`config.mk`:
```
export PLATFORM = sky130hd
export DESIGN_NAME = count_pattern_gen
export DESIGN_NICKNAME = d
export VERILOG_FILES = /design/src/rtl/count_pattern_gen.sv
export SDC_FILE = /design/constraint.sdc
export NUM_CORES = 1
export LEC_CHECK = 0
export CAP_MARGIN = 10
export CORE_UTILIZATION = 33
export DETAILED_ROUTE_END_ITERATION = 8
export GPL_TIMING_DRIVEN = 0
export PLACE_DENSITY_LB_ADDON = 0.3
export SLEW_MARGIN = 20
export SYNTH_ARGS = -nofsm -noshare
export SYNTH_HDL_FRONTEND = slang
export SYNTH_SLANG_ARGS = --single-unit
```
`constraint.sdc`:
```
create_clock -name clk -period 6.2 [get_ports clk]
set_input_delay 1.24 -clock clk [delete_from_list [all_inputs] [get_ports clk]]
set_output_delay 1.24 -clock clk [all_outputs]
set_load 0.02 [all_outputs]
```
`src/rtl/count_pattern_gen.sv`:
```
// Enumerates every 8-bit word with a requested number of ones, in ascending order,
// over a valid/ready stream. One word is produced per accepted cycle.
module count_pattern_gen (
  input  logic       clk,
  input  logic       rst,
  input  logic       start,
  input  logic [3:0] count_in,
  output logic       busy,
  output logic       err,
  output logic       out_valid,
  input  logic       out_ready,
  output logic [7:0] out_word,
  output logic [6:0] out_index,
  output logic       out_last
);

  localparam int unsigned WORD_W = 8;
  localparam int unsigned CNT_W  = 4;
  localparam int unsigned IDX_W  = 7;
  localparam int unsigned TZ_W   = 3;

  typedef enum logic [0:0] {IDLE, EMIT} state_t;

  state_t             state;
  logic [IDX_W-1:0]   last_idx_q;

  // Index of the final word for k ones: C(8,k)-1.
  function automatic logic [IDX_W-1:0] final_index(input logic [CNT_W-1:0] k);
    case (k)
      CNT_W'(1), CNT_W'(7): final_index = IDX_W'(7);
      CNT_W'(2), CNT_W'(6): final_index = IDX_W'(27);
      CNT_W'(3), CNT_W'(5): final_index = IDX_W'(55);
      CNT_W'(4):            final_index = IDX_W'(69);
      default:              final_index = IDX_W'(0);
    endcase
  endfunction

  // Next larger word with the same popcount: carry the lowest run of ones
  // up one place and re-pack the leftover ones at the bottom.
  logic [WORD_W-1:0] lowest;
  logic [WORD_W-1:0] ripple;
  logic [WORD_W-1:0] spread;
  logic [WORD_W-1:0] next_word;
  logic [TZ_W-1:0]   tz;

  always_comb begin
    tz = '0;
    for (int i = WORD_W - 1; i >= 0; i--) begin
      if (out_word[i]) tz = TZ_W'(i);
    end
    lowest    = out_word & (~out_word + WORD_W'(1));
    ripple    = out_word + lowest;
    spread    = WORD_W'((ripple ^ out_word) >> 2) >> tz;
    next_word = ripple | spread;
  end

  logic             illegal;
  logic [IDX_W-1:0] next_index;

  assign illegal    = count_in > CNT_W'(8);
  assign next_index = out_index + IDX_W'(1);

  always_ff @(posedge clk) begin
    if (rst) begin
      state      <= IDLE;
      busy       <= 1'b0;
      err        <= 1'b0;
      out_valid  <= 1'b0;
      out_word   <= '0;
      out_index  <= '0;
      out_last   <= 1'b0;
      last_idx_q <= '0;
    end else begin
      err <= 1'b0;
      case (state)
        IDLE: begin
          if (start) begin
            if (illegal) begin
              err <= 1'b1;
            end else begin
              state      <= EMIT;
              busy       <= 1'b1;
              out_valid  <= 1'b1;
              out_word   <= WORD_W'((9'd1 << count_in) - 9'd1);
              out_index  <= '0;
              out_last   <= (final_index(count_in) == '0);
              last_idx_q <= final_index(count_in);
            end
          end
        end
        EMIT: begin
          if (out_ready) begin
            if (out_last) begin
              state     <= IDLE;
              busy      <= 1'b0;
              out_valid <= 1'b0;
            end else begin
              out_word  <= next_word;
              out_index <= next_index;
              out_last  <= (next_index == last_idx_q);
            end
          end
        end
        default: state <= IDLE;
      endcase
    end
  end

endmodule

```
# Word-level counts from Yosys, hierarchy flattened
# Index checks and enable logic that the tools add are counted.
word_totals:
  romBits: 0
  reg_bits: 26
  wordCells: 82
  mem_count: 0
  mem_bits_rw: 0
  output_inout_bits: 19
  latch_bits: 0
  in_bits: 8
op_classes:
  addsub: 4
  n_eq_ne: 13
  n_reduce_logical: 9
  n_lt_le_gt_ge: 1
  mul: 0
  n_bitwise: 7
  n_shift: 2
  muxes: 39
  div_mod_pow: 0
op_table:
  columns: ["operator", "n"]
  rows:
  - ["2-to-1 mux 7 bit", 8]
  - ["2-to-1 mux 8 bit", 4]
  - ["one-hot mux 7 bit (4 select lines)", 1]
  - ["2-to-1 mux 3 bit", 8]
  - ["== test 4 x 3 -> 1 bit, second input constant", 4]
  - ["one-hot mux 8 bit (2 select lines)", 1]
  - ["one-hot mux 7 bit (2 select lines)", 1]
  - ["2-to-1 mux 1 bit", 13]
  - ["inequality test 2 bit, second input constant", 5]
  - ["adder 8 x 1 -> 8 bit, second input constant", 1]
  - ["adder 8 bit", 1]
  - ["AND 8 bit", 1]
  - ["== test 4 x 2 -> 1 bit, second input constant", 2]
  - ["inverter 8 bit", 1]
  - ["OR 8 bit", 1]
  - ["AND reduction 4 bit", 2]
  - ["<< shifter 1 x 4 -> 8 bit, first input constant", 1]
  - [">> shifter 6 x 3 -> 8 bit", 1]
  - ["subtractor 8 x 1 -> 8 bit, second input constant", 1]
  - ["bitwise XOR 8 bit", 1]
  - ["adder 7 x 1 -> 7 bit, second input constant", 1]
  - ["== test 7 bit", 1]
  - ["zero test 7 bit", 1]
  - ["one-hot mux 1 bit (2 select lines)", 3]
  - ["other kinds (6)", 11]

# Depth between registers and ports, before layout
depth:
  word_depth: 13
  depth_mapped: 11
  ltp_nobuf: 9

# Worst setup path before layout
# No wires, ideal clock.
synth_timing:
  kind: "input port to flip-flop"
  startpoint: "input port count_in[0]"
  endpoint: "register out_word[6]"
  cell_stages: 10
  arrival_ns: 2.944
  t_required_ns: 6.084
  path_buffers: 2
  setup_ns: 0.116
  setup_slack_ns: 3.140
  path_cell_list: "buf_6 or3_1 buf_2 or2_2 ha_1 a21oi_1 o21ai_0 o211ai_1 a21oi_1 a31o_2"
synth_between:
  elab_chain_cells: 5
  elab_cells_between_ends: 8
  classes_between: "add/sub (1); order compare (1); eq/ne (1); shift (1); mux (3); reduce/logical (1)"
synth_lines:
  columns: ["element", "line_no", "rtl"]
  rows:
  - ["start: declaration", "7", "input logic [3:0] count_in,"]
  - ["<< shifter 1 x 4 -> 8 bit", "84", "out_word <= WORD_W'((9'd1 << count_in) - 9'd1);"]
  - ["subtractor 8 x 1 -> 8 bit", "84", null]
  - ["2-to-1 mux 8 bit", "78", "if (illegal) begin"]
  - ["2-to-1 mux 8 bit", "77", "if (start) begin"]
  - ["one-hot mux 8 bit (2 select lines)", "75", "case (state)"]
  - ["end signal: assignment", "84", null]
  - ["end signal: assignment", "98", "out_word <= next_word;"]
  - ["end: declaration", "12", "output logic [7:0] out_word,"]
# Several ways; a longest one is shown, not always the timed one. The select of a mux whose other input is x is not followed.
# A chain may end at the register's enable or synchronous reset.

# Final worst setup path
layout_timing:
  startpoint: "input port count_in[3]"
  endpoint: "register out_word[6]"
# The elaborated chain is that of the path after synthesis.

==> flow_metrics.py <==
metrics = {
    "routing": {
        "wl_per_cell_um": 14.39,
        "first_iter_violations": 115,
        "routed_wirelength_um": 5137,
        "drc": 0,
        "via_per_inst": 5.375,
        "drt_pre_antenna_iters": 4,
        "vias": 1919,
        "detail-route-antenna-nets": 0,
    },
    "floorplanning": {
        "dieHeight_um": 77.97,
        "die_w_um": 77.97,
        "io_pins": 27,
        "die-area_um2": 6079,
        "rows": 27,
        "initial_core_util_pct": 34.37,
        "core_area_um2": 5540,
    },
    "worst_setup_path": {
        "critPathRequiredTime_ns": 6.38,
        "worst_setup_path_end_kind": "register",
        "critPathArrivalTime_ns": 3.43,
        "startpoint_type": "primary input",
        "path_class": "in2reg",
        "cp_max_fo": 10,
    },
    "sta": {
        "final.setup.tns_ns": 0,
        "min_period_ns": 3.259,
        "rsz0062_at_grt": "no",
        "finalSetupViolCount": 0,
        "slew_violations": 0,
        "fin_skew_ns": 0.004578,
        "relSlewSlack_pct": 59.79,
        "fmax_mhz": 306.8,
        "hold_viol_final": 0,
        "worstMarginPinSlew_ns": 0.6032,
        "fin_ws_ns": 2.941,
        "holdWs_ns": 0.4776,
        "fin_crit_sh_pct": 52.56,
    },
    "clock_tree": {
        "h-tree-depth": 1,
        "cts_buffers": 3,
        "cts_resized": 0,
        "cts_sinks": 26,
        "cts-root-buf": "clkbuf_8",
        "post_cts_buffers": 0,
        "insertion_delay_ns": 0.27,
        "cts_buffer_depth": 2,
        "cts_tree": "built",
        "cts.hold.buffers_added": 0,
        "clk_pin_slew_ns": 0.09,
    },
    "power_and_ir_drop": {
        "power_density_nw_per_um2": 198.8,
        "power_frac_seq_pct": 41.6,
        "p_sw_mw": 0.1644,
        "power_frac_comb_pct": 37.0,
        "p_leak_nw": 0.8085,
        "switching_share_pct": 36.33,
        "pwr-share-clk_pct": 21.5,
        "irDropWorstVdd_mv": 0.07714,
        "p_int_mw": 0.2881,
    },
    "place": {
        "gp_congestion": 0.8374,
        "hpwl_um": 3845,
        "port_buffers": 24,
        "dpl_worst_slack_ns": 2.657,
    },
    "global_route": {
        "grt_use_total_pct": 17.85,
        "antenna_found_initial": 0,
        "grt_pass1_wl_um": 8590,
        "grt_pass1_vias": 1722,
        "grt_max_degree": 14,
        "overflow": 0,
    },
    "synth": {
        "synth_compound_area_share_pct": 29.43,
        "seq_area_frac_synth_pct": 27.33,
        "syn_inst": 258,
        "synthesis.nets": 268,
        "yosys_warnings": 0,
        "yosys.area_share.simple_pct": 25.43,
        "ys.flop_type": "dfxtp_1",
        "synth_fa_ha_area_share_pct": 1.314,
        "synth-async-reset-ratio_pct": 0,
        "synth_cell_types": 59,
        "synth.top_cell.area_share_pct": 27.33,
        "synthMuxAreaShare_pct": 1.643,
        "synth.most_common_cell": "a21oi_1",
        "synth_top_family_by_area": "compound AO/OA/AOI/OAI gates",
        "synthTopCellsByArea": "dfxtp_1 (27%), a21oi_1 (8.1%), nor2_1 (5.7%)",
        "synth_xor_area_share_pct": 6.899,
        "synth_area_leader_cell": "dfxtp_1",
        "syn_area_um2": 1904,
        "synth_commonest_cells": "a21oi_1 (31), nor2_1 (29), dfxtp_1 (26)",
        "synth_edf_count": 0,
        "syn_avg_cell_area_um2": 7.381,
        "ys_ff_latch": 26,
    },
    "outcome": {
        "outcome": "finished clean",
    },
    "finish": {
        "drive_gt1_share_pct": 9.825,
        "area_growth_syn_to_layout_pct": 19.51,
        "final_nets": 297,
        "n_fill_cell": 606,
        "diodes": 0,
    },
    "min_path": {
        "hp-class": "reg2reg",
    },
    "flow_run": {
        "max_cap_viol_count": 0,
    },
}
registers in the layout, indices dropped and copies added, names as in the netlist:
name	cells
out_last	1
out_valid	1
out_word	8
state	1
err	1
out_index	7
last_idx_q	7
per-stage QoR:
| step | util [%] | area (um^2) | power (mW) | std cells |
|---|---|---|---|---|
| final | 41.08 | 2276 | 0.4524 | 357 |
| after global routing | 41.08 | 2276 | 0.4828 | 357 |
| after CTS | 41.08 | 2276 | 0.4565 | 357 |
| after detailed placement | 40.33 | 2235 | 0.3575 | 354 |
| after global placement | 40.33 | 2235 | 0.3560 | 354 |
| after floorplan | - | 1904 | 0.3086 | 258 |
power by group through the flow:
| stage | Clock, mW | Combinational, mW | Sequential, mW |
|---|---|---|---|
| final | 0.0972 | 0.167 | 0.188 |
| after global routing | 0.109 | 0.184 | 0.190 |
| after CTS | 0.102 | 0.166 | 0.188 |
| after detailed placement | 0 | 0.165 | 0.192 |
| after global placement | 0 | 0.164 | 0.192 |
| after floorplan | 0 | 0.111 | 0.198 |
cell type report:
class / instances / area [um^2] / share of cell area [%]
multi-input cells: 202 / 1232 / 54.15
repair buffers: 24 / 240.2 / 10.56
inverters: 5 / 18.77 / 0.8246
plain buffers: 25 / 132.6 / 5.827
clock buffers: 3 / 41.29 / 1.814
flip-flops and latches: 26 / 520.5 / 22.87
well taps: 72 / 90.09 / 3.958
critical path, cell delays in order:
cell and delay, ns:
clkdlybuf4s50_1 0.50, clkbuf_1 0.24, or4_1 0.51, ha_1 0.26, a21oi_1 0.14, o21ai_0 0.08
o211ai_1 0.17, a21oi_1 0.06, a31o_2 0.23
cells by family after synthesis:
kind of cell,Yosys count
AOI/OAI and AO/OA,87
buffers and inverters,30
adders and majority gates,2
xor gates and xnor gates,15
muxes,3
DFF,26
and+or+nand+nor,95
cell usage in the layout, fill, tap and decap left out, drive strengths merged, types with 5 or more instances in the layout:
| cell type | netlist | routed |
|---|---|---|
| nor3 | 10 | 10 |
| nand3 | 7 | 7 |
| o21ai | 21 | 21 |
| clkdlybuf4s50 | 0 | 24 |
| clkbuf | 15 | 18 |
| buf | 10 | 10 |
| nand2 | 22 | 22 |
| inv | 5 | 5 |
| a21oi | 32 | 32 |
| nor2 | 30 | 30 |
| xnor2 | 11 | 11 |
| dfxtp | 26 | 26 |
path summary, 6_finish.rpt:
check | from | end | slack [ns] | depth (start not counted)
worst max register to register | out_word[1]$_SDFFE_PP0P_ | out_word[0]$_SDFFE_PP0P_ | 3.98 | 7
worst max-delay path | count_in[3] | out_word[6]$_SDFFE_PP0P_ | 2.94 | 9
worst min-delay path | last_idx_q[1]$_SDFFE_PP0P_ | last_idx_q[1]$_SDFFE_PP0P_ | 0.48 | 2
worst min register to register | last_idx_q[1]$_SDFFE_PP0P_ | last_idx_q[1]$_SDFFE_PP0P_ | 0.48 | 2
routing by layer:
metal | GRT usage [%] | routed length (um) | vias up | part of all wire (%)
met5 | 0 | 0 | - | 0
met4 | 5.000 | 42 | 0 | 0.82
met3 | 1.765 | 193 | 4 | 3.8
met2 | 30.62 | 2515 | 43 | 49
met1 | 23.62 | 2386 | 887 | 46
li1 | - | - | 985 | -
(Power assumes the default switching activity.)
==> RTL change 1, RTL diff (config.mk and constraints unchanged) <==
Reset style: asynchronous (`rst`), changed in one clocked block.
--- a/src/rtl/count_pattern_gen.sv
+++ b/src/rtl/count_pattern_gen.sv
@@ -61,5 +61,5 @@
   assign next_index = out_index + IDX_W'(1);
 
-  always_ff @(posedge clk) begin
+  always_ff @(posedge clk or posedge rst) begin
     if (rst) begin
       state      <= IDLE;
Function: differs if rst is asserted again (counterexample within 4 cycles, from zero or initial values and one cycle with rst high); with rst held inactive, the same outputs for 10 cycles.
==> RTL change 1 against the original RTL <==
  * Non-clock buffer count down 8
  * Critical path depth stayed put
  * Final area grew 3.5%
  * Synthesized cell count down 7.0%
  * Area after synthesis rose by 2.1%
  * Die area increased by 2.0%
  * Sequential cell count stayed put
  * Via count decreased by 3.3%
  * Wire length shrank 5.1%
  * Sequential share of layout area rose by 4.7 points
  * Worst setup slack got worse by 0.45 ns
  * Critical path type unchanged
Power is not compared: it rests on default switching activity, and its combinational part moved more than twofold at a synthesized area within 25%.
==> RTL change 1: results <==
[synthesis]
synth_cell_types = 52
yosys.area.top_type_share_pct = 33.5
yosysSeqAreaShare_pct = 33.5
synthTopCellsByArea = "dfrtp_1, o21ai_0, nand2_1"
synth_async_sr_flop_share_pct = 100
synth_commonest_cells = "dfrtp_1, nand2_1, o21ai_0"
syn_nets = 250

[run_status]
status = "completed"

[global_routing]
grt_pass1_vias = 1742
grt_usage_pct = 17.3
grt_pass1_wl_mm = 8.51
grt_max_degree = 27

[routing]
wl_per_cell_um = 14.3
num_vias = 1855
drt_iter0_drc = 138

[placed_design]
gp_congestion = 0.919
port_buffers = 25
hpwl_mm = 3.65

[setup_path]
slowest_stage = "or4b_2"
crit_end = "out_word[2]"
reg2reg_from = "state"
cpPeakStageDelay_ns = 0.63
r2r_slack_ns = 4.14
arrival_ns = 3.88

[sta]
skew_ns = 0.00530
tightestPinTransition_ns = 0.922

[layout]
final_layout_size_suffix_gt1_share_pct = 8.92
layout.nets = 280
RTL change 1: report_power, final:
part | switching [uW] | internal [uW]
registers | 62.8 | 233
logic | 360 | 274
clock network | 58.4 | 86.4
RTL change 1: logic make-up after synthesis:
logic type / Yosys count / share of synthesized area, %
AOI/OAI and AO/OA: 81 / 27.2
and+or+nand+nor: 86 / 22.0
DFF: 26 / 33.5
buffers and inverters: 23 / 5.47
xor gates and xnor gates: 14 / 6.31
adders and majority gates: 3 / 1.80
muxes: 7 / 3.80
RTL change 1: worst max-delay path, delay by kind of cell:
family,cells,cell delay (ns)
simple gates,2,0.70
fa+ha+maj,1,0.27
compound gates,3,0.58
xor+xnor,1,0.18
buf+inv,2,0.90
RTL change 1: how the worst min path moves through the flow:
stage	from	endpoint	slack [ns]	cells after the start
2_1_floorplan	last_idx_q[0]	last_idx_q[0]	0.48	1
3_3_place_gp	out_valid	out_valid	0.48	2
3_5_place_dp	out_valid	out_valid	0.49	2
4_1_cts	out_valid	out_valid	0.52	2
5_1_grt	out_valid	out_valid	0.54	2
6_report	out_valid	out_valid	0.51	2
RTL change 1: layout make-up:
| cell class | count | area (sq um) |
|---|---|---|
| clock buffers | 3 | 41.3 |
| multi-input cells | 191 | 1190 |
| fillers | 592 | 3250 |
| plain buffers | 16 | 80.1 |
| inverters | 7 | 26.3 |
| clock inverters | 1 | 30.0 |
| well taps | 72 | 90.1 |
| repair buffers | 25 | 250 |
| flip-flops and latches | 26 | 651 |
RTL change 1: per-stage QoR:
step           total power [uW]  std cells  util (%)  area (sq um)  worst slack (ns)
5_1_grt                    1170        341      42.0          2360              2.31
3_5_place_dp                932        337      40.7          2280              2.19
3_3_place_gp                931        337      40.7          2280              2.25
4_1_cts                    1080        341      42.0          2360              2.48
6_report                   1070        341      42.0          2360              2.49
2_1_floorplan               739        240         -          1940              2.86
RTL change 1: metal layers:
metal  GRT usage [%]  part of all wire [%]  routed length (um)
met1            25.8                    52                2520
met2            26.3                    45                2180
met3            1.49                   2.6                 128
met4            5.00                   1.1                  55
met5               0                     0                   0
==> RTL change 2, RTL diff (same flow settings) <==
Made on the original files. Put one more register stage on the output `err`, cleared by the reset. The value now appears one clock later. The other outputs are not delayed to match.
--- a/src/rtl/count_pattern_gen.sv
+++ b/src/rtl/count_pattern_gen.sv
@@ -21,4 +21,6 @@
 
   typedef enum logic [0:0] {IDLE, EMIT} state_t;
+
+  logic err_s0;
 
   state_t             state;
@@ -65,5 +67,5 @@
       state      <= IDLE;
       busy       <= 1'b0;
-      err        <= 1'b0;
+      err_s0     <= 1'b0;
       out_valid  <= 1'b0;
       out_word   <= '0;
@@ -72,10 +74,10 @@
       last_idx_q <= '0;
     end else begin
-      err <= 1'b0;
+      err_s0 <= 1'b0;
       case (state)
         IDLE: begin
           if (start) begin
             if (illegal) begin
-              err <= 1'b1;
+              err_s0 <= 1'b1;
             end else begin
               state      <= EMIT;
@@ -107,4 +109,12 @@
   end
 
+  always_ff @(posedge clk) begin
+    if (rst) begin
+      err <= '0;
+    end else begin
+      err <= err_s0;
+    end
+  end
+
 endmodule
 
Behaviour: not the same (a bounded check fails within 4 cycles, from zero or initial values and one cycle with rst high).
==> RTL change 2 against the original RTL <==
  * Worst setup slack worse by 0.39 ns
  * Sequential share of layout area grew 0.27 points
  * Sequential power up 4%
  * Area after synthesis grew 1.7%
  * Power rose by 14%
  * Sequential cell count is 1 higher
  * Largest power group is now combinational logic
  * Final area is 2.6% higher
  * Die area is 1.7% higher
  * Maximum frequency decreased by 11%
  * Wire length is 3.7% higher
  * Highest routed layer unchanged
  * Via count up 1.9%
  * Count of clock-buffer cells in the layout did not move
==> RTL change 2: results <==
[layout]
final_layout_size_suffix_gt1_share_pct = 7.24
layout.nets = 301
nFillCells = 571
largestRegisters = "out_word (8), last_idx_q (7), out_index (7)"

[global_routing]
grt_pass1_wl_mm = 8.86
grt_usage_pct = 17.9
grt_pass1_vias = 1797
grt_max_degree = 17

[placed_design]
hpwl_mm = 3.93
port_buffers = 26
placed_area_sq_um = 2290
gp_congestion = 0.922

[routing]
wl_met3_um = 335
routed-wl-met2_mm = 2.42
via_per_inst = 5.40
m1WireLength_mm = 2.55
wl_per_cell_um = 14.7
drt_iter0_drc = 221

[setup_path]
cpPeakStageDelay_ns = 0.63
timing.critical_path.from = "count_in[0]"
rr_endpoint = "out_word[4]"
r2r_slack_ns = 3.82
slowest_stage = "or4b_2"
crit_family = "simple AND/OR/NAND/NOR gates"
arrival_ns = 3.86
reg2reg_from = "out_word[2]"

[clocking]
path_clk_slew_ns = 0.11
clockBufferDepth = 2

[worst_hold_path]
hp-start = "err_s0"
min_to = "err"
worst_hold_path.num_cells = 1

[synthesis]
synthTopCellsByArea = "dfxtp_1, a21oi_1, nor2_1"
syn_nets = 270
synth_cell_types = 55
yosysSeqAreaShare_pct = 27.9
synth_commonest_cells = "nor2_1, a21oi_1, dfxtp_1"

[power]
ir_drop_mv = 0.0918
p_leak_uw = 0.000810

[sta]
skew_ns = 0.00561
tightestPinTransition_ns = 0.609

[run_status]
status = "completed"
-- RTL change 2: where the power goes --
group	internal, uW	total, uW	switching [uW]
combinational	87.3	212	125
sequential	185	196	11.0
clock	45.8	108	61.9
total	318	516	198
-- RTL change 2: cells by family (layout without fill, tap and decap cells) --
group / after synthesis / count (layout) / synth area share (%)
AND/OR/NAND/NOR: 104 / 104 / 28.9
AO/OA/AOI/OAI: 84 / 84 / 27.6
flip-flops: 27 / 27 / 27.9
adder cells (fa/ha/maj): 2 / 2 / 1.29
multiplexers: 3 / 3 / 1.61
buffers and inverters: 25 / 55 / 5.88
XOR/XNOR: 15 / 15 / 6.78
-- RTL change 2: area by class of cell --
type                    instances  share of cell area (%)
multi-input cells             208                    54.9
flip-flops and latches         27                    23.1
repair buffers                 26                    11.1
plain buffers                  22                    4.39
well taps                      72                    3.86
clock buffers                   3                    1.77
inverters                       3                   0.482
clock inverters                 1                   0.321
-- RTL change 2: layer usage --
layer / vias up / GRT usage, %
met3: 2 / 1.05
met1: 897 / 26.4
li1: 997 / -
met5: - / 0
met4: 0 / 5.74
met2: 60 / 27.5
-- RTL change 2: how the worst max path moves through the flow --
stage | slack, ns | to | cells after the start
2_1_floorplan | 3.03 | out_word[6] | 9
3_3_place_gp | 2.28 | out_word[6] | 10
3_5_place_dp | 2.27 | out_word[6] | 10
4_1_cts | 2.57 | out_word[6] | 10
5_1_grt | 2.31 | out_word[6] | 10
6_report | 2.55 | out_word[6] | 10
-- RTL change 2: worst register-to-register path, stage by stage (launching register included) --
cell and delay (ns):
dfxtp_1 0.36, clkbuf_1 0.39, nor2b_1 0.20, nor4b_4 0.46, o21ai_1 0.20, mux2i_1 0.28
nand2_1 0.13, a311oi_1 0.27
-- RTL change 2: per-stage QoR --
| stage | util [%] | setup slack [ns] | std cells | hold WS (ns) | total power [uW] |
|---|---|---|---|---|---|
| after floorplan | - | 3.03 | 260 | 0.414 | 352 |
| after global placement | 41.0 | 2.28 | 358 | 0.450 | 408 |
| after detailed placement | 41.0 | 2.27 | 358 | 0.450 | 409 |
| after CTS | 41.9 | 2.57 | 362 | 0.459 | 516 |
| after global routing | 41.9 | 2.31 | 362 | 0.469 | 548 |
| final | 41.9 | 2.55 | 362 | 0.458 | 516 |
